==> config.mk <==
export PLATFORM = sky130hd
export DESIGN_NAME = axis_pin_arbiter_flat
export DESIGN_NICKNAME = d
export VERILOG_FILES = /design/src/rtl/axis_pin_arbiter_if.sv /design/src/rtl/axis_pin_arbiter.sv /design/src/flat_wrapper.sv
export SDC_FILE = /design/constraint.sdc
export NUM_CORES = 1
export LEC_CHECK = 0
export CAP_MARGIN = 25
export CELL_PAD_IN_SITES_DETAIL_PLACEMENT = 2
export CELL_PAD_IN_SITES_GLOBAL_PLACEMENT = 2
export CORE_ASPECT_RATIO = 0.9
export CORE_MARGIN = 5
export CORE_UTILIZATION = 24
export DETAILED_ROUTE_END_ITERATION = 6
export PLACE_DENSITY = 0.95
export SLEW_MARGIN = 20
export SYNTH_ARGS = -nofsm -noshare
export SYNTH_HDL_FRONTEND = slang
export SYNTH_SLANG_ARGS = --single-unit
export TNS_END_PERCENT = 100
==> constraint.sdc <==
create_clock -name aclk -period 4 [get_ports aclk]
set_input_delay 0.6 -clock aclk [delete_from_list [all_inputs] [get_ports aclk]]
set_output_delay 0.6 -clock aclk [all_outputs]
set_load 0.05 [all_outputs]
==> src/rtl/axis_pin_arbiter_if.sv <==
// axis_pin_arbiter_if: source-side and master-side AXI4-Stream signals of the pin arbiter
interface axis_pin_arbiter_if #(
    parameter int N_SRC  = 4,
    parameter int DATA_W = 64
);
    logic [N_SRC-1:0]        s_axis_tvalid;
    logic [N_SRC*DATA_W-1:0] s_axis_tdata;
    logic [N_SRC-1:0]        s_axis_tready;
    logic                    m_axis_tvalid;
    logic [DATA_W-1:0]       m_axis_tdata;
    logic                    m_axis_tlast;
    logic [1:0]              m_axis_tdest;
    logic [3:0]              m_axis_tid;
    logic [DATA_W/8-1:0]     m_axis_tkeep;
    logic [DATA_W/8-1:0]     m_axis_tstrb;
    logic                    m_axis_tready;

    modport master (
        input  s_axis_tvalid, s_axis_tdata, m_axis_tready,
        output s_axis_tready, m_axis_tvalid, m_axis_tdata, m_axis_tlast,
               m_axis_tdest, m_axis_tid, m_axis_tkeep, m_axis_tstrb
    );

    modport slave (
        output s_axis_tvalid, s_axis_tdata, m_axis_tready,
        input  s_axis_tready, m_axis_tvalid, m_axis_tdata, m_axis_tlast,
               m_axis_tdest, m_axis_tid, m_axis_tkeep, m_axis_tstrb
    );
endinterface

==> src/rtl/axis_pin_arbiter.sv <==
// axis_pin_arbiter: round-robin packetiser sharing one AXI4-Stream master among pin-capture sources
module axis_pin_arbiter #(
    parameter int N_SRC  = 4,
    parameter int DATA_W = 64
) (
    input  logic               aclk,
    input  logic               aresetn,
    input  logic               enable,
    input  logic [N_SRC-1:0]   src_en,
    input  logic [7:0]         cfg_burst_len,
    axis_pin_arbiter_if.master axis,
    output logic               busy,
    output logic [1:0]         grant_idx
);
    localparam logic [0:0] IDLE  = 1'b0;
    localparam logic [0:0] GRANT = 1'b1;

    logic [0:0]        state;
    logic [1:0]        last_grant;
    logic [3:0]        seq_q;
    logic [7:0]        beat_cnt;
    logic [7:0]        len_q;
    logic [N_SRC-1:0]  req;
    logic [1:0]        pick;
    logic [1:0]        idx;
    logic              accept;
    logic              last_beat;
    logic [DATA_W-1:0] src_data [N_SRC];

    for (genvar g = 0; g < N_SRC; g++) begin : g_lane
        assign src_data[g] = axis.s_axis_tdata[g*DATA_W +: DATA_W];
    end

    assign req                = enable ? (axis.s_axis_tvalid & src_en) : '0;
    assign last_beat          = beat_cnt == len_q - 8'd1;
    assign busy               = state == GRANT;
    assign accept             = busy && axis.s_axis_tvalid[grant_idx] && axis.s_axis_tready[grant_idx];
    assign axis.m_axis_tkeep  = '1;
    assign axis.m_axis_tstrb  = '1;

    // first requester after last_grant, wrapping; walking the offsets downward leaves the nearest one
    always_comb begin
        pick = last_grant;
        idx  = last_grant;
        for (int k = N_SRC; k >= 1; k--) begin
            idx = 2'((int'(last_grant) + k) % N_SRC);
            if (req[idx]) pick = idx;
        end
    end

    // only the granted source sees ready, and only while the output register can take a beat
    always_comb begin
        axis.s_axis_tready = '0;
        if (busy) axis.s_axis_tready[grant_idx] = !axis.m_axis_tvalid || axis.m_axis_tready;
    end

    // burst sequencing: grant from IDLE, count beats in GRANT, return after the TLAST accept
    always_ff @(posedge aclk or negedge aresetn) begin
        if (!aresetn) begin
            state      <= IDLE;
            last_grant <= 2'(N_SRC - 1);
            seq_q      <= '0;
            beat_cnt   <= '0;
            len_q      <= 8'd1;
            grant_idx  <= '0;
        end else if (state == IDLE) begin
            if (|req) begin
                state     <= GRANT;
                grant_idx <= pick;
                len_q     <= (cfg_burst_len == 8'd0) ? 8'd1 : cfg_burst_len;
                beat_cnt  <= '0;
            end
        end else if (accept) begin
            beat_cnt <= beat_cnt + 8'd1;
            if (last_beat) begin
                state      <= IDLE;
                last_grant <= grant_idx;
                seq_q      <= seq_q + 4'd1;
            end
        end
    end

    // output register: load on accept, empty when the downstream takes it without a refill
    always_ff @(posedge aclk or negedge aresetn) begin
        if (!aresetn) begin
            axis.m_axis_tvalid <= 1'b0;
            axis.m_axis_tdata  <= '0;
            axis.m_axis_tlast  <= 1'b0;
            axis.m_axis_tdest  <= '0;
            axis.m_axis_tid    <= '0;
        end else if (accept) begin
            axis.m_axis_tvalid <= 1'b1;
            axis.m_axis_tdata  <= src_data[grant_idx];
            axis.m_axis_tlast  <= last_beat;
            axis.m_axis_tdest  <= grant_idx;
            axis.m_axis_tid    <= seq_q;
        end else if (axis.m_axis_tready) begin
            axis.m_axis_tvalid <= 1'b0;
        end
    end
endmodule

==> src/flat_wrapper.sv <==
// flat-port wrapper written by rule: the top's interface ports become plain ports
module axis_pin_arbiter_flat 
#(
    parameter int N_SRC  = 4,
    parameter int DATA_W = 64
)
  (aclk, aresetn, enable, src_en, cfg_burst_len, busy, grant_idx, axis_s_axis_tvalid, axis_s_axis_tdata, axis_m_axis_tready, axis_s_axis_tready, axis_m_axis_tvalid, axis_m_axis_tdata, axis_m_axis_tlast, axis_m_axis_tdest, axis_m_axis_tid, axis_m_axis_tkeep, axis_m_axis_tstrb);
  axis_pin_arbiter_if #(.N_SRC(N_SRC), .DATA_W(DATA_W)) axis_i ();
  input  logic aclk;
  input  logic aresetn;
  input  logic enable;
  input  logic [N_SRC-1:0] src_en;
  input  logic [7:0] cfg_burst_len;
  output logic busy;
  output logic [1:0] grant_idx;
  input wire logic [$bits(axis_i.s_axis_tvalid)-1:0] axis_s_axis_tvalid;
  input wire logic [$bits(axis_i.s_axis_tdata)-1:0] axis_s_axis_tdata;
  input wire logic [$bits(axis_i.m_axis_tready)-1:0] axis_m_axis_tready;
  output wire logic [$bits(axis_i.s_axis_tready)-1:0] axis_s_axis_tready;
  output wire logic [$bits(axis_i.m_axis_tvalid)-1:0] axis_m_axis_tvalid;
  output wire logic [$bits(axis_i.m_axis_tdata)-1:0] axis_m_axis_tdata;
  output wire logic [$bits(axis_i.m_axis_tlast)-1:0] axis_m_axis_tlast;
  output wire logic [$bits(axis_i.m_axis_tdest)-1:0] axis_m_axis_tdest;
  output wire logic [$bits(axis_i.m_axis_tid)-1:0] axis_m_axis_tid;
  output wire logic [$bits(axis_i.m_axis_tkeep)-1:0] axis_m_axis_tkeep;
  output wire logic [$bits(axis_i.m_axis_tstrb)-1:0] axis_m_axis_tstrb;
  assign axis_i.s_axis_tvalid = axis_s_axis_tvalid;
  assign axis_i.s_axis_tdata = axis_s_axis_tdata;
  assign axis_i.m_axis_tready = axis_m_axis_tready;
  assign axis_s_axis_tready = axis_i.s_axis_tready;
  assign axis_m_axis_tvalid = axis_i.m_axis_tvalid;
  assign axis_m_axis_tdata = axis_i.m_axis_tdata;
  assign axis_m_axis_tlast = axis_i.m_axis_tlast;
  assign axis_m_axis_tdest = axis_i.m_axis_tdest;
  assign axis_m_axis_tid = axis_i.m_axis_tid;
  assign axis_m_axis_tkeep = axis_i.m_axis_tkeep;
  assign axis_m_axis_tstrb = axis_i.m_axis_tstrb;
  axis_pin_arbiter #(.N_SRC(N_SRC), .DATA_W(DATA_W)) u_core (.aclk(aclk), .aresetn(aresetn), .enable(enable), .src_en(src_en), .cfg_burst_len(cfg_burst_len), .axis(axis_i), .busy(busy), .grant_idx(grant_idx));
endmodule
* After elaboration in Yosys (flattened, before gate mapping)
Cells that the tools add are included.
** Storage, ports and cells
- Word-level logic and storage cells :: 76
- Register bits :: 97
- Output and inout bits :: 95
** Operators by class
- $lt $le $gt $ge :: 7
- Eq/ne operators :: 2
- Reduce and logical (&&, ||, !) cells :: 12
- Add/subtract/negate cells :: 7
- Bitwise logic cells :: 4
- Muxes and demuxes :: 33
** Operators with widths (number)
- $bmux W64 S2 :: 1
- $mux W64 :: 2
- $mux W8 :: 4
- $lt A2 B3 Y1 const B :: 5
- $mux W1 :: 13
- $bmux W1 S2 :: 6
- $add A8 B1 Y8 const B :: 1
- $and A4 B4 Y4 :: 2
- $eq A8 B8 Y1 :: 1
- $logic_not A8 Y1 :: 1
- $mux W2 :: 4
- $mux W4 :: 2
- $sub A8 B1 Y8 const B :: 1
- $add A2 B1 Y2 const B :: 2
- $add A2 B2 Y2 const B :: 2
- $add A4 B1 Y4 const B :: 1
- $reduce_and A2 Y1 :: 2
- $reduce_bool A2 Y1 :: 2
- $reduce_or A4 Y1 :: 1
- $ge A3 B3 Y1 const B :: 1
- $logic_and A1 B1 Y1 :: 3
- $not A2 Y3 :: 1
- $reduce_and A3 Y1 :: 1
- $demux W1 S2 :: 1
- other kinds (5) :: 5

* Longest topological paths before layout
Gate-level depths: netlist of the first run.
- Depth in word-level cells :: 11
- Depth in mapped cells :: 9
- Gate-level depth less buffers :: 8

* Worst setup path before layout of the first run
OpenSTA, ideal clock, no wires.
- Path kind :: flip-flop to output port
- Start point :: register u_core.grant_idx[0]
- End point :: output port axis_s_axis_tready[1]
- Path slack :: 1201 ps
- Data arrival time :: 2199 ps
- Path buffers :: 2
- Stages on the path, launching flop included :: 4
- Cells stage by stage :: dfrtp_1 -> buf_4 -> buf_4 -> nor3b_1
** On the way
- Cells in the longest elaborated chain, start to end :: 6
** Ends and longest elaborated chain
- start, declared :: RTL line axis_pin_arbiter.sv:13 : output logic [1:0] grant_idx
- start signal, assigned :: RTL line axis_pin_arbiter.sv:69 : grant_idx <= pick;
- $lt A2 B3 Y1 (implied by the code) / $ge A2 B1 Y1 (equally long branches) :: RTL line axis_pin_arbiter.sv:54 : if (busy) axis.s_axis_tready[grant_idx] = !axis.m_axis_tvalid || axis.m_axis_tready;
- $logic_and A1 B1 Y1 (implied by the code) :: RTL line axis_pin_arbiter.sv:54
- $mux W1 (implied by the code) :: RTL line axis_pin_arbiter.sv:54
- $demux W1 S2 (*)
- $and A4 B4 Y4 (no line) (*)
- $mux W4 (*) :: RTL line axis_pin_arbiter.sv:54
- end, declared :: RTL line flat_wrapper.sv:19 : output wire logic [$bits(axis_i.s_axis_tready)-1:0] axis_s_axis_tready;
Every way passes the cells marked *; elsewhere a longest branch is shown, timed or not.

* Worst setup path in the final report of the first run
Ends and elaborated chain as after synthesis.

==> out/results.tsv, run 1 <==
metric	value	unit
GRT Resource Usage Total	19.0	%
drt drc	0	
fin nets	1037	
end point of the critical path	axis_s_axis_tready[1]	
initial antenna violation count	4	
final slew viol count	0	
total core area	23500	um2
Worst Reg-to-Reg Cells	4	
Cell Rows	53	
R2R Path Start	u_core.grant_idx[0]	
final period utilization	78.0	%
post-CTS resize count	0	
RePlAce Congestion	0.785	
Fin Setup TNS	0	ps
Synth Area per Inst	13.9	um2
PortBufs	354	
Async SR Flop Fraction	100	%
Primary FF master, synth	dfrtp_1	
Yosys warning total	0	
cell with the most instances after synthesis	dfrtp_1	
clk buf depth	2	
R2R setup slack	1160	ps
Power Total	3.48	mW
initial detailed-routing violation count	179	
Pwr per Cell Area	350	nW/um2
reg-to-reg endpoint	u_core.seq_q[1]	
run status	complete, no violations	
CTS sink cnt	97	
Area growth, synth to finish	72.2	%
RSZ-0062 raised after global routing	no	
IO Pins	371	
chip height	157	um
CP Capture Type	output port	
area of the mapped netlist	5770	um2
top post-synthesis cells by count	dfrtp_1, mux2_2, mux4_2	
Leakage	3.76	nW
pin count of the biggest net entering global routing	57	
CTS tree	yes	
Slew HR	36.2	%
fraction of layout cells with a size suffix above 1	22.5	%
path category of the worst min-delay check	input pin to async pin	
Critical Path RT	3400	ps
Wirelength per Cell	24.8	um
WL final	26500	um
final hold vios	0	
clock skew	8.72	ps
startpoint types	flip-flop	
postcts setup bufs	0	
final-layout fill cell count	2364	
Unique masters post-synth	47	
highest clock rate	320	MHz
first-pass GRT wire length	38900	um
Max IR drop VDD	0.155	mV
hold buffers post-CTS	0	
Antenna Nets Post-Route	0	
number of enable flip-flop cells after synthesis	0	
Arrival @ worst endpoint	2520	ps
cell accounting for the most synthesized area	dfrtp_1	
final setup fails	0	
ranking of synthesized cells by area	dfrtp_1, mux4_2, mux2_2, buf_4, nand2_1	
root buffer cell	clkbuf_16	
via count	5070	
die area	27300	um2
drt pass-1 iters	4	
crit path from	u_core.grant_idx[0]	
sequential share of the synthesized area	42.1	%
total CTS buffers	9	
post-synthesis cell count	416	
vias per cell	4.74	
Initial Util	24.5	%
total congestion overflow	0	
CTS clock-pin slew for the worst setup and hold paths	70	ps
Crit Path Class	flip-flop to output port	
Worst-Skew Late Latency	350	ps
H-tree depth	3	
Final HPWL DP	21900	um
Yosys reg bits	97	
share of the synthesized area in the top cell type	40.8	%
Tmin final	3120	ps
Min Hold Slack	326	ps
max cap viols	0	
Die X	173	um
vias in the first global route	6187	
worst slew pin tran	957	ps
crit path max fanout	50	
==> per-layer routing <==
layer  vias to the layer above  wire length (um)  track usage, %  part of all wire, %
li1                       2244                 -               -                    -
met1                      2597              9440            20.4                   36
met2                       200             14700            36.2                   56
met3                        29              1790            5.91                  6.7
met4                         0               565            5.66                  2.1
met5                         -                 0               0                    0
==> power by group <==
part | total, mW | switching, mW | internal [mW]
Clock | 1.02 | 0.405 | 0.617
Combinational | 1.24 | 0.666 | 0.578
Sequential | 1.21 | 0.106 | 1.10
==> state kept, by name (all words and copies together) (netlist names) <==
register / cells
u_core.last_grant: 2
u_core.axis.m_axis_tid: 4
u_core.axis.m_axis_tlast: 1
u_core.beat_cnt: 8
u_core.axis.m_axis_tvalid: 1
u_core.seq_q: 4
u_core.axis.m_axis_tdest: 2
u_core.axis.m_axis_tdata: 64
u_core.busy: 1
u_core.grant_idx: 2
u_core.len_q: 8
==> cells by family after synthesis <==
| logic type | Yosys count | share of synthesized area [%] |
|---|---|---|
| muxes | 142 | 40.1 |
| AOI/OAI and AO/OA | 32 | 3.69 |
| xor gates and xnor gates | 14 | 2.12 |
| other | 1 | 0.0650 |
| DFF | 97 | 42.1 |
| and+or+nand+nor | 77 | 6.72 |
| buffers and inverters | 50 | 4.51 |
| adders and majority gates | 3 | 0.650 |
==> cell usage in the layout (no fill, tap or decap), drive strengths merged, types with 3 or more instances in the layout <==
master         count
nand2             31
xor2               8
ha                 3
clkbuf            10
inv                7
nor4               4
clkdlybuf4s50    353
nor3               5
dfstp              3
mux2i              3
dfrtp             94
o21ai             13
nand4              4
conb              16
nand3              4
buf                7
mux4              64
xnor2              6
nor2              14
a21oi              4
bufinv             3
mux2              75
diode              4
==> how the worst min path moves through the flow <==
stage	to	cells past startpoint	slack (ps)	from
floorplan	u_core.axis.m_axis_tdata[0]	0	300	aresetn
global placement	u_core.seq_q[3]	1	460	u_core.seq_q[3]
detailed placement	u_core.seq_q[3]	1	480	u_core.seq_q[3]
CTS	u_core.axis.m_axis_tdata[5]	1	350	aresetn
global route	u_core.axis.m_axis_tdata[6]	1	380	aresetn
finish	u_core.axis.m_axis_tdata[6]	1	330	aresetn
==> stage by stage <==
step           setup WS (ps)  cells  cell area, um2  utilization (%)
3_5_place_dp             871   1049            9580             40.7
4_1_cts                  815   1065            9930             42.2
2_1_floorplan           1200    431            5830                -
5_1_grt                  638   1069            9940             42.2
6_report                 879   1069            9940             42.2
3_3_place_gp             958   1049            9580             40.7
==> critical path, cell delays in order (launching register included) <==
cell             delay [ps]
dfrtp_4                1060
nor3b_1                 260
clkdlybuf4s50_1         830
==> final cells by class <==
class	instances	area [um2]	area share, %
Antenna cell	4	10.0	0.101
Tap cell	302	378	3.80
Clock buffer	10	229	2.30
Timing Repair Buffer	360	3600	36.2
Sequential cell	97	2440	24.5
Inverter	6	22.5	0.227
Multi-Input combinational cell	284	3140	31.6
Clock inverter	6	116	1.17
(Power assumes the default switching activity.)
==> run 2, diff against run 1 <==
--- a/config.mk
+++ b/config.mk
@@ -10,9 +10,9 @@
 export CELL_PAD_IN_SITES_GLOBAL_PLACEMENT = 2
 export CORE_ASPECT_RATIO = 0.9
 export CORE_MARGIN = 5
-export CORE_UTILIZATION = 24
+export CORE_UTILIZATION = 22
 export DETAILED_ROUTE_END_ITERATION = 6
-export PLACE_DENSITY = 0.95
+export PLACE_DENSITY = 0.89
 export SLEW_MARGIN = 20
 export SYNTH_ARGS = -nofsm -noshare
 export SYNTH_HDL_FRONTEND = slang
==> constraint.sdc (replaced) <==
create_clock -name aclk -period 3.1 [get_ports aclk]
set_input_delay 0.465 -clock aclk [delete_from_list [all_inputs] [get_ports aclk]]
set_output_delay 0.465 -clock aclk [all_outputs]
set_load 0.05 [all_outputs]
==> run 2 against run 1 <==
Sequential cell count unchanged; critical path depth increased by 3; global-route usage decreased by 1.4 points; clock-buffer cell count increased by 1; sequential power increased by 28%; non-clock buffer count increased by 1; clock power increased by 17%.
==> out/results.tsv, run 2 (same netlist as run 1, synthesis figures left out) <==
metric	value	unit	change
vias per cell	4.56		-3.8%
Max IR drop VDD	0.274	mV	+76%
clock skew	15.9	ps	+7.20 ps
path category of the worst min-delay check	input pin to async pin		
Initial Util	22.2	%	-2.3 points
Worst-Skew Late Latency	360	ps	about the same
via count	5077		+0.14%
Cell Rows	56		+5.7%
pin count of the biggest net entering global routing	72		+26%
drt pass-1 iters	4		unchanged
run status	complete, no violations		
drt drc	0		unchanged
Antenna Nets Post-Route	0		unchanged
area of the multi-input gates	3150	um2	+0.24%
final setup fails	0		unchanged
CTS sink cnt	97		unchanged
Final HPWL DP	21800	um	-0.17%
final slew viol count	0		unchanged
fin nets	1038		+0.096%
Pwr per Cell Area	435	nW/um2	+24%
R2R setup slack	640	ps	-520 ps
final-layout fill cell count	2597		+9.9%
Wirelength per Cell	23.9	um	-3.8%
Top Registers	u_core.axis.m_axis_tdata x64, u_core.beat_cnt x8, u_core.len_q x8		
die area	29600	um2	+8.5%
most frequent cells in the layout	clkdlybuf4s50_1, dfrtp_1, mux2_2, mux4_2, nand2_1		
Slew HR	33.5	%	-2.7 points
IO Pins	371		unchanged
WL final	26600	um	+0.17%
R2R Path Start	u_core.len_q[0]		
worst slew pin tran	997	ps	+40.1 ps
Area growth, synth to finish	72.9	%	
GRT Resource Usage Total	17.6	%	-1.4 points
initial antenna violation count	1		-3
CTS clock-pin slew for the worst setup and hold paths	70	ps	about the same
H-tree depth	3		unchanged
RSZ-0062 raised after global routing	no		
hold buffers post-CTS	0		unchanged
highest clock rate	379	MHz	
fraction of layout cells with a size suffix above 1	23.2	%	+0.62 points
crit path max fanout	3		-94%
number of flip-flops in the largest register	64		unchanged
reg-to-reg endpoint	u_core.seq_q[1]		
Reg with most FFs	u_core.axis.m_axis_tdata		
Fin Setup TNS	0	ps	unchanged
total core area	26000	um2	+10%
RePlAce Congestion	0.797		+1.5%
Worst Reg-to-Reg Cells	8		+4
Leakage	3.77	nW	about the same
vias in the first global route	6180		-0.11%
total congestion overflow	0		unchanged
startpoint types	input pin		
total CTS buffers	9		unchanged
Reg area	2440	um2	unchanged
Critical Path RT	2630	ps	-770 ps
first-pass GRT wire length	39300	um	+0.87%
CP Capture Type	output port		
postcts setup bufs	0		unchanged
Crit Path Class	input pin to output port		
final hold vios	0		unchanged
most common cell after layout, fill and taps aside	clkdlybuf4s50_1		
Die X	181	um	+4.2%
post-CTS resize count	0		unchanged
PortBufs	354		unchanged
final period utilization	85.1	%	
Tmin final	2640	ps	
max cap viols	0		unchanged
root buffer cell	clkbuf_16		
Power Total	4.34	mW	+25%
CTS tree	yes		
Arrival @ worst endpoint	2170	ps	-350 ps
clk buf depth	2		unchanged
initial detailed-routing violation count	122		-32%
chip height	164	um	+4.2%
-- run 2: final cells by class --
class	count	share of cell area (%)
repair buffers	361	36.3
multi-input cells	284	31.6
flip-flops and latches	97	24.4
well taps	348	4.36
clock buffers	11	2.43
clock inverters	5	0.627
inverters	6	0.226
diodes	1	0.0251
-- run 2: worst max-delay path by stage --
stage,startpoint,endpoint,cells past startpoint
after floorplan,u_core.grant_idx[0],axis_s_axis_tready[1],3
after global placement,axis_m_axis_tready,axis_s_axis_tready[0],5
after detailed placement,axis_m_axis_tready,axis_s_axis_tready[0],5
after CTS,u_core.grant_idx[0],axis_s_axis_tready[0],2
after global routing,axis_m_axis_tready,axis_s_axis_tready[0],5
final,axis_m_axis_tready,axis_s_axis_tready[0],5
-- run 2: stage by stage --
step	instances	setup slack, ps	hold WS [ps]	utilization [%]	cell area (um2)
after global routing	1113	390	177	38.4	9980
after CTS	1112	414	148	38.4	9980
after floorplan	431	436	169	-	5830
after global placement	1096	548	455	37.2	9670
after detailed placement	1096	434	480	37.2	9670
final	1113	461	131	38.4	9980
-- run 2: report_power, final --
part | switching (mW) | leakage, nW | internal (mW)
clock | 0.535 | 0.143 | 0.656
sequential | 0.126 | 1.17 | 1.42
combinational | 0.854 | 2.45 | 0.748
-- run 2: layer usage --
metal / up-vias / GRT usage [%] / share of wire [%] / wire (um)
met3: 23 / 5.81 / 6.8 / 1820
met1: 2633 / 18.8 / 35 / 9410
li1: 2243 / - / - / -
met5: - / 0 / 0 / 0
met4: 0 / 3.61 / 1.2 / 310
met2: 178 / 34.0 / 57 / 15000
-- run 2: worst max-delay path, cell delays in order --
cell and delay (ps):
clkdlybuf4s50_1 440, nand2b_1 140, nand2_1 90, nor3_1 180, clkdlybuf4s50_1 850
==> run 3, diff against run 2 <==
--- a/config.mk
+++ b/config.mk
@@ -13,6 +13,7 @@
 export CORE_UTILIZATION = 22
 export DETAILED_ROUTE_END_ITERATION = 6
 export PLACE_DENSITY = 0.89
+export RECOVER_POWER = 25
 export SLEW_MARGIN = 20
 export SYNTH_ARGS = -nofsm -noshare
 export SYNTH_HDL_FRONTEND = slang
==> run 3 against run 2 <==
Utilization hardly changed; clock-buffer cell count stayed put; combinational power hardly changed; register-to-register slack hardly changed; critical path depth stayed put; largest cell class unchanged.
==> out/results.tsv, run 3 (same netlist as run 1, synthesis figures left out) <==
metric	value	unit	change
R2R Path Start	u_core.len_q[0]		
Slew HR	9.84	%	-24 points
Worst-Skew Late Latency	360	ps	about the same
final hold vios	0		unchanged
drt pass-1 iters	4		unchanged
reg-to-reg endpoint	u_core.seq_q[1]		
number of flip-flops in the largest register	64		unchanged
Power Total	4.34	mW	about the same
Crit Path Class	input pin to output port		
clock skew	15.9	ps	unchanged
Wirelength per Cell	23.9	um	about the same
CTS tree	yes		
startpoint types	input pin		
Die X	181	um	unchanged
RSZ-0062 raised after global routing	no		
GRT Resource Usage Total	17.6	%	unchanged
total core area	26000	um2	unchanged
CTS sink cnt	97		unchanged
drt drc	0		unchanged
Final HPWL DP	21800	um	unchanged
total congestion overflow	0		unchanged
vias per cell	4.56		unchanged
Arrival @ worst endpoint	2170	ps	about the same
crit-path max cell delay	850	ps	about the same
final slew viol count	0		unchanged
via count	5077		unchanged
pin count of the biggest net entering global routing	72		unchanged
crit path max fanout	3		unchanged
Antenna Nets Post-Route	0		unchanged
clk buf depth	2		unchanged
Tmin final	2640	ps	unchanged
RePlAce Congestion	0.797		unchanged
fraction of layout cells with a size suffix above 1	23.2	%	unchanged
first-pass GRT wire length	39300	um	unchanged
Max IR drop VDD	0.274	mV	about the same
Worst Reg-to-Reg Cells	8		unchanged
most used cell, CP	clkdlybuf4s50_1		
most frequent cells in the layout	clkdlybuf4s50_1, dfrtp_1, mux2_2, mux4_2, nand2_1		
total CTS buffers	9		unchanged
highest clock rate	379	MHz	unchanged
Post-Layout Cell Count	1113		unchanged
final period utilization	85.1	%	unchanged
Initial Util	22.2	%	unchanged
CTS clock-pin slew for the worst setup and hold paths	70	ps	about the same
initial antenna violation count	1		unchanged
path category of the worst min-delay check	input pin to async pin		
worst slew pin tran	1350	ps	+356 ps
DP Cell Count	1096		unchanged
post-CTS resize count	0		unchanged
WL final	26600	um	about the same
final-layout fill cell count	2598		+0.039%
Leakage	3.76	nW	about the same
R2R setup slack	630	ps	about the same
run status	complete, no violations		
Top Registers	u_core.axis.m_axis_tdata x64, u_core.beat_cnt x8, u_core.len_q x8		
worst path cell trace	clkdlybuf4s50_1 -> nand2b_1 -> nand2_1 -> nor3_1 -> clkdlybuf4s50_1		
Area growth, synth to finish	72.9	%	about the same
hold buffers post-CTS	0		unchanged
most common cell after layout, fill and taps aside	clkdlybuf4s50_1		
CP Capture Type	output port		
fin nets	1038		unchanged
postcts setup bufs	0		unchanged
root buffer cell	clkbuf_16		
CP max-delay cell	clkdlybuf4s50_1		
die area	29600	um2	unchanged
IO Pins	371		unchanged
Cell Rows	56		unchanged
PortBufs	354		unchanged
chip height	164	um	unchanged
max cap viols	0		unchanged
Fin Setup TNS	0	ps	unchanged
initial detailed-routing violation count	122		unchanged
final setup fails	0		unchanged
H-tree depth	3		unchanged
Reg with most FFs	u_core.axis.m_axis_tdata		
Critical Path RT	2630	ps	about the same
Pwr per Cell Area	435	nW/um2	about the same
vias in the first global route	6180		unchanged
## run 3: cell type report
type	count	area [um2]	share of cell area (%)
Antenna cell	1	2.50	0.0251
Clock buffer	11	243	2.43
Clock inverter	5	62.6	0.627
Inverter	6	22.5	0.226
Multi-Input combinational cell	284	3150	31.6
Sequential cell	97	2440	24.4
Tap cell	348	435	4.36
Timing Repair Buffer	361	3620	36.3
## run 3: power by group
part           switching (mW)  total [mW]  internal [mW]
clock network           0.535        1.19          0.656
logic                   0.854        1.60          0.748
registers               0.126        1.55           1.42
total                    1.52        4.34           2.83
## run 3: worst max-delay path by stage
stage | from | end | slack, ps
after floorplan | u_core.grant_idx[0] | axis_s_axis_tready[1] | 440
after detailed placement | axis_m_axis_tready | axis_s_axis_tready[0] | 430
after CTS | u_core.grant_idx[0] | axis_s_axis_tready[0] | 410
after global placement | axis_m_axis_tready | axis_s_axis_tready[0] | 550
final | axis_m_axis_tready | axis_s_axis_tready[0] | 460
after global routing | axis_m_axis_tready | axis_s_axis_tready[0] | 390
## run 3: metrics by stage
step                utilization (%)  hold slack, ps  cell area, um2  setup slack, ps
finish                         38.4             390            9980              461
global route                   38.4             494            9980              390
CTS                            38.4             148            9980              414
detailed placement             37.2             480            9670              434
global placement               37.2             455            9670              548
floorplan                         -             169            5830              436
## run 3: per-layer routing
layer | global-route usage (%) | up-vias | part of all wire (%)
li1 | - | 2243 | -
met4 | 3.61 | 0 | 1.2
met2 | 34.0 | 178 | 57
met3 | 5.81 | 23 | 6.8
met1 | 18.8 | 2633 | 35
met5 | 0 | - | 0
## run 3: critical path: cells and delay by family
family                 cells  cell delay (ps)
and+or+nand+nor            3              410
buffers and inverters      2             1290
